### src/rtl/imem_fetch_load_ctrl.sv
// Fetch-PC sequencer and arbiter for the instruction memory's single port.
// The IF stage fetches in RUN; a loader word is written one cell per cycle in LOAD.
module imem_fetch_load_ctrl #(
    parameter int WORD_LEN       = 16,
    parameter int CELL_SIZE      = 4,
    parameter int CELLS_PER_WORD = 4,
    parameter int MEM_SIZE       = 256
) (
    input  logic                        clk,
    input  logic                        rst,
    input  logic                        freeze,
    input  logic                        br_taken,
    input  logic [WORD_LEN-1:0]         br_addr,
    input  logic                        ld_req,
    input  logic [WORD_LEN-1:0]         ld_addr,
    input  logic [WORD_LEN-1:0]         ld_data,
    output logic [WORD_LEN-1:0]         pc,
    output logic                        fetch_valid,
    output logic                        busy,
    output logic                        ld_ack,
    output logic [$clog2(MEM_SIZE)-1:0] mem_addr,
    output logic                        mem_we,
    output logic [CELL_SIZE-1:0]        mem_wdata,
    output logic [1:0]                  dbg_state
);
    localparam int AW = $clog2(MEM_SIZE);
    localparam int CW = $clog2(CELLS_PER_WORD);

    typedef enum logic [1:0] {
        RUN  = 2'd0,
        LOAD = 2'd1,
        DONE = 2'd2
    } state_t;

    state_t              state;
    logic [AW-1:0]       pc_q;
    logic [AW-1:0]       base_q;
    logic [AW-1:0]       pend_addr_q;
    logic                pend_q;
    logic [CW-1:0]       cnt_q;
    logic [WORD_LEN-1:0] word_q;
    logic [WORD_LEN-1:0] word_sh;

    // Port handshake: ld_req is a level; it is accepted only in RUN, and the word is
    // complete when ld_ack pulses for one cycle. Redirects arriving while busy are
    // held as a pending target and applied when leaving DONE.
    always_ff @(posedge clk) begin
        if (rst) begin
            state       <= RUN;
            pc_q        <= '0;
            base_q      <= '0;
            pend_addr_q <= '0;
            pend_q      <= 1'b0;
            cnt_q       <= '0;
            word_q      <= '0;
        end else begin
            case (state)
                RUN: begin
                    if (ld_req) begin
                        base_q <= {ld_addr[AW-1:CW], {CW{1'b0}}};
                        word_q <= ld_data;
                        cnt_q  <= '0;
                        state  <= LOAD;
                        if (br_taken) begin
                            pend_q      <= 1'b1;
                            pend_addr_q <= br_addr[AW-1:0];
                        end
                    end else if (br_taken) begin
                        pc_q <= br_addr[AW-1:0];
                    end else if (!freeze) begin
                        pc_q <= pc_q + AW'(CELLS_PER_WORD);
                    end
                end
                LOAD: begin
                    if (br_taken) begin
                        pend_q      <= 1'b1;
                        pend_addr_q <= br_addr[AW-1:0];
                    end
                    cnt_q <= cnt_q + CW'(1);
                    if (cnt_q == CW'(CELLS_PER_WORD - 1)) begin
                        state <= DONE;
                    end
                end
                DONE: begin
                    state  <= RUN;
                    pend_q <= 1'b0;
                    // A redirect seen in this very cycle is the most recent one.
                    if (br_taken) begin
                        pc_q <= br_addr[AW-1:0];
                    end else if (pend_q) begin
                        pc_q <= pend_addr_q;
                    end
                end
                default: state <= RUN;
            endcase
        end
    end

    // Most-significant cell goes to the lowest address.
    always_comb begin
        word_sh = word_q << (32'(cnt_q) * CELL_SIZE);
    end

    always_comb begin
        mem_addr  = pc_q;
        mem_we    = 1'b0;
        mem_wdata = '0;
        busy      = 1'b0;
        ld_ack    = 1'b0;
        case (state)
            LOAD: begin
                mem_addr  = base_q + {{(AW-CW){1'b0}}, cnt_q};
                mem_we    = 1'b1;
                mem_wdata = word_sh[WORD_LEN-1 -: CELL_SIZE];
                busy      = 1'b1;
            end
            DONE: begin
                busy   = 1'b1;
                ld_ack = 1'b1;
            end
            default: ;
        endcase
    end

    assign fetch_valid = !rst && (state == RUN) && !freeze && !ld_req;
    assign pc          = {{(WORD_LEN-AW){1'b0}}, pc_q};
    assign dbg_state   = state;

    logic unused_bits;
    assign unused_bits = ^{ld_addr[WORD_LEN-1:AW], ld_addr[CW-1:0],
                           br_addr[WORD_LEN-1:AW], word_sh[WORD_LEN-CELL_SIZE-1:0]};
endmodule

### config.mk
export PLATFORM = sky130hd
export DESIGN_NAME = imem_fetch_load_ctrl
export DESIGN_NICKNAME = d
export VERILOG_FILES = /design/src/rtl/imem_fetch_load_ctrl.sv
export SDC_FILE = /design/constraint.sdc
export NUM_CORES = 1
export LEC_CHECK = 0
export ABC_AREA = 0
export ABC_CLOCK_PERIOD_IN_PS = 1600
export CORE_MARGIN = 2
export CORE_UTILIZATION = 56
export CTS_CLUSTER_SIZE = 10
export DETAILED_ROUTE_END_ITERATION = 8
export DONT_BUFFER_PORTS = 1
export PLACE_DENSITY = 0.74
export SKIP_CTS_REPAIR_TIMING = 1
export SYNTH_ARGS = -nofsm -noshare
export SYNTH_HDL_FRONTEND = slang
export SYNTH_SLANG_ARGS = --single-unit
### constraint.sdc
create_clock -name clk -period 1.6 [get_ports clk]
set_input_delay 0.24 -clock clk [delete_from_list [all_inputs] [get_ports clk]]
set_output_delay 0.24 -clock clk [all_outputs]
set_load 0.05 [all_outputs]
==> metrics.txt <==
result of the run finished, violations left; violations in the final reports negative setup slack; worst clock skew 0.009480 ns; crit path capture type output pin; count of mapped cells out of synthesis 257; Layout Utilization 0.7495; area of all placed cells without fillers 2785 sq um; portion of the clock cycle consumed by the worst path in the final layout 1.105; number of antenna violations at the first check in global routing 0; commonest cells after routing, fill and taps aside sky130_fd_sc_hd__nand2_1, sky130_fd_sc_hd__dfxtp_1, sky130_fd_sc_hd__a21oi_1; worst-case vdd ir drop 726.8 uV; detail-routed via count per cell 5.751; synthesized area per cell 8.593 sq um; residual overflow from global routing 0; clock root buffer sky130_fd_sc_hd__clkbuf_8; number of sinks driven by the clock tree 43; P per Cell Area 1067 nW/um^2; number of synthesized register bits 43; dpl cell area 2480 sq um; global routing usage summed across all routing layers 0.2399; Die Span X 66.80 um; ratio of cells with drive above 1 in the final layout 0.3112; FF-to-FF Start dbg_state[1]$_SDFFE_PP0P_; latest clock arrival within the worst-skew pair 0.30 ns; worst endpoint required time 1.36 ns; global-route wire length before repair 8.024 mm; Chip Height 66.80 um; Final Wtd Congestion 0.8512; half-perimeter wire length of the detailed placement result 3.519 mm; Detailed Route Iter0 Violations 102; Critical Path Sink mem_addr[6]; sequential element share of the synthesized area 0.3898; setup ws final -0.1678 ns; Total Routed Length 5.251 mm; WS Path Type register to output pin; largest cells by area after synthesis sky130_fd_sc_hd__dfxtp_1, sky130_fd_sc_hd__nand2_1, sky130_fd_sc_hd__a21oi_1, sky130_fd_sc_hd__ha_1, sky130_fd_sc_hd__mux2i_1; count of unique library cells instantiated by Yosys 40; Post-route DRC 0; Synth area leader sky130_fd_sc_hd__dfxtp_1; per-cell routed wire length 15.72 um; final hold violation count 0; clock buffer count from CTS 5; clock transition at the registers of the reported paths 0.09 ns; portion of synthesized cell area occupied by the leading cell type 0.3898; Main synth FF type sky130_fd_sc_hd__dfxtp_1; post-synthesis async set-or-reset flop share 0; number of synthesized flops with an enable pin 0; Ant. Diodes 0; largest fanout on the critical path 8; setup repair after global routing missed its margin true; Fill cells 268; post-synthesis instance area 2208 sq um; worst r2r dst pend_addr_q[5]$_SDFFE_PP0P_; Max Freq 565.7 MHz; launch point of the worst path dbg_state[1]$_SDFFE_PP0P_; IO Port Bufs 0; final slew viol count 0; Top-Level Pins 87; clock period minus final worst setup slack 1.768 ns; total number of yosys warnings 0; overall die area 4462 sq um; leakage power figure 1.123 nW; path class of the lowest-slack min-delay path input port to register; dpl ws 0.003772 ns; core region area 3716 sq um; startpoint types register; CTS Buffer Depth 2; H-tree levels 2; # setup viols final 23; via count of the first global-routing pass 1711; total of max-cap violations 0; antenna viol nets, final 0; setup slack of the most critical reg-to-reg path -0.13 ns; Initial Utilization 0.5943; area growth from synthesis to layout 26.12%; pin count of the biggest net entering global routing 45; detailed-routing iteration count for the pre-antenna-repair pass 4; worst endpoint data arrival time 1.53 ns; CTS tree done; most common cell after layout, fill and taps aside sky130_fd_sc_hd__nand2_1; Register-to-Register Path Depth 9; routed vias 1921; final layout net count 346; Placement Rows 22
registers in the layout, summed over array words and instances, names as in the netlist:
signal,cells
dbg_state,2
pc_q,8
base_q,6
word_q,16
cnt_q,2
pend_q,1
pend_addr_q,8
synth_stat cells (4+ instances only):
master                      count
sky130_fd_sc_hd__clkbuf_1       9
sky130_fd_sc_hd__o2111ai_1      4
sky130_fd_sc_hd__buf_4          9
sky130_fd_sc_hd__mux2i_1       10
sky130_fd_sc_hd__buf_2          4
sky130_fd_sc_hd__nand2_1       55
sky130_fd_sc_hd__mux4_2         4
sky130_fd_sc_hd__o21ai_0        5
sky130_fd_sc_hd__nor2_1        14
sky130_fd_sc_hd__a21oi_1       32
sky130_fd_sc_hd__a211oi_1       4
sky130_fd_sc_hd__mux2_2         8
sky130_fd_sc_hd__and2_1         4
sky130_fd_sc_hd__inv_1          5
sky130_fd_sc_hd__ha_1           8
sky130_fd_sc_hd__nand3_1        4
sky130_fd_sc_hd__dfxtp_1       43
per-stage QoR:
step | setup TNS (ns) | total power [mW] | hold slack, ns | cells
after floorplan | -0.4017 | 1.950 | 0.3760 | 264
after global placement | 0 | 2.038 | 0.3075 | 317
after detailed placement | 0 | 2.054 | 0.3107 | 317
after CTS | -2.985 | 2.849 | -0.009736 | 325
after global routing | -3.903 | 3.109 | -0.003163 | 334
final | -2.646 | 2.973 | 0.003812 | 334
metal layers:
metal	part of all wire	vias to the layer above	routed length (um)	global-route usage
met1	0.44	915	2306	0.3014
met4	0.012	0	63	0.07653
met3	0.064	6	335	0.07095
met2	0.48	59	2545	0.3938
li1	-	941	-	-
met5	0	-	0	0
area by class of cell:
type / count / area, sq um / area share
multi-input cells: 190 / 1354 / 0.4861
clock buffers: 6 / 93.84 / 0.03369
inverters: 6 / 27.53 / 0.009883
clock inverters: 2 / 16.27 / 0.005840
flip-flops and latches: 43 / 875.8 / 0.3145
well taps: 48 / 60.06 / 0.02156
repair buffers: 39 / 357.8 / 0.1285
worst min path at each step:
| stage | start | to | slack, ns | cells after the start |
|---|---|---|---|---|
| CTS | rst | word_q[10]$_SDFFE_PP0P_ | -0.01 | 1 |
| global route | rst | pc_q[3]$_SDFFE_PP0P_ | -0.003 | 1 |
| finish | rst | pc_q[3]$_SDFFE_PP0P_ | 0.004 | 1 |
| global placement | rst | pc_q[3]$_SDFFE_PP0P_ | 0.31 | 1 |
| floorplan | ld_addr[5] | base_q[5]$_SDFFE_PP0P_ | 0.38 | 2 |
| detailed placement | rst | pc_q[2]$_SDFFE_PP0P_ | 0.31 | 1 |
critical path, cell delays in order, from the launching register on:
cell                      delay (ns)
sky130_fd_sc_hd__dfxtp_4        0.37
sky130_fd_sc_hd__inv_4          0.04
sky130_fd_sc_hd__buf_6          0.11
sky130_fd_sc_hd__ha_4           0.16
sky130_fd_sc_hd__buf_12         0.14
sky130_fd_sc_hd__mux2_4         0.39
report_power, final:
part | switching, mW | internal, mW | total [mW] | leakage [nW]
clock network | 0.402 | 0.408 | 0.810 | 0.0530
logic | 0.583 | 0.364 | 0.947 | 0.714
registers | 0.0585 | 1.16 | 1.22 | 0.356
total | 1.04 | 1.93 | 2.97 | 1.12
logic make-up after synthesis:
| kind of cell | share of synthesized area |
|---|---|
| compound gates | 0.1807 |
| xor+xnor | 0.003967 |
| fa+ha+maj | 0.04533 |
| buf+inv | 0.07761 |
| flops | 0.3898 |
| mux | 0.1269 |
| other cells | 0.001698 |
| simple gates | 0.1739 |
No activity file was read; power rests on OpenSTA's default activity.
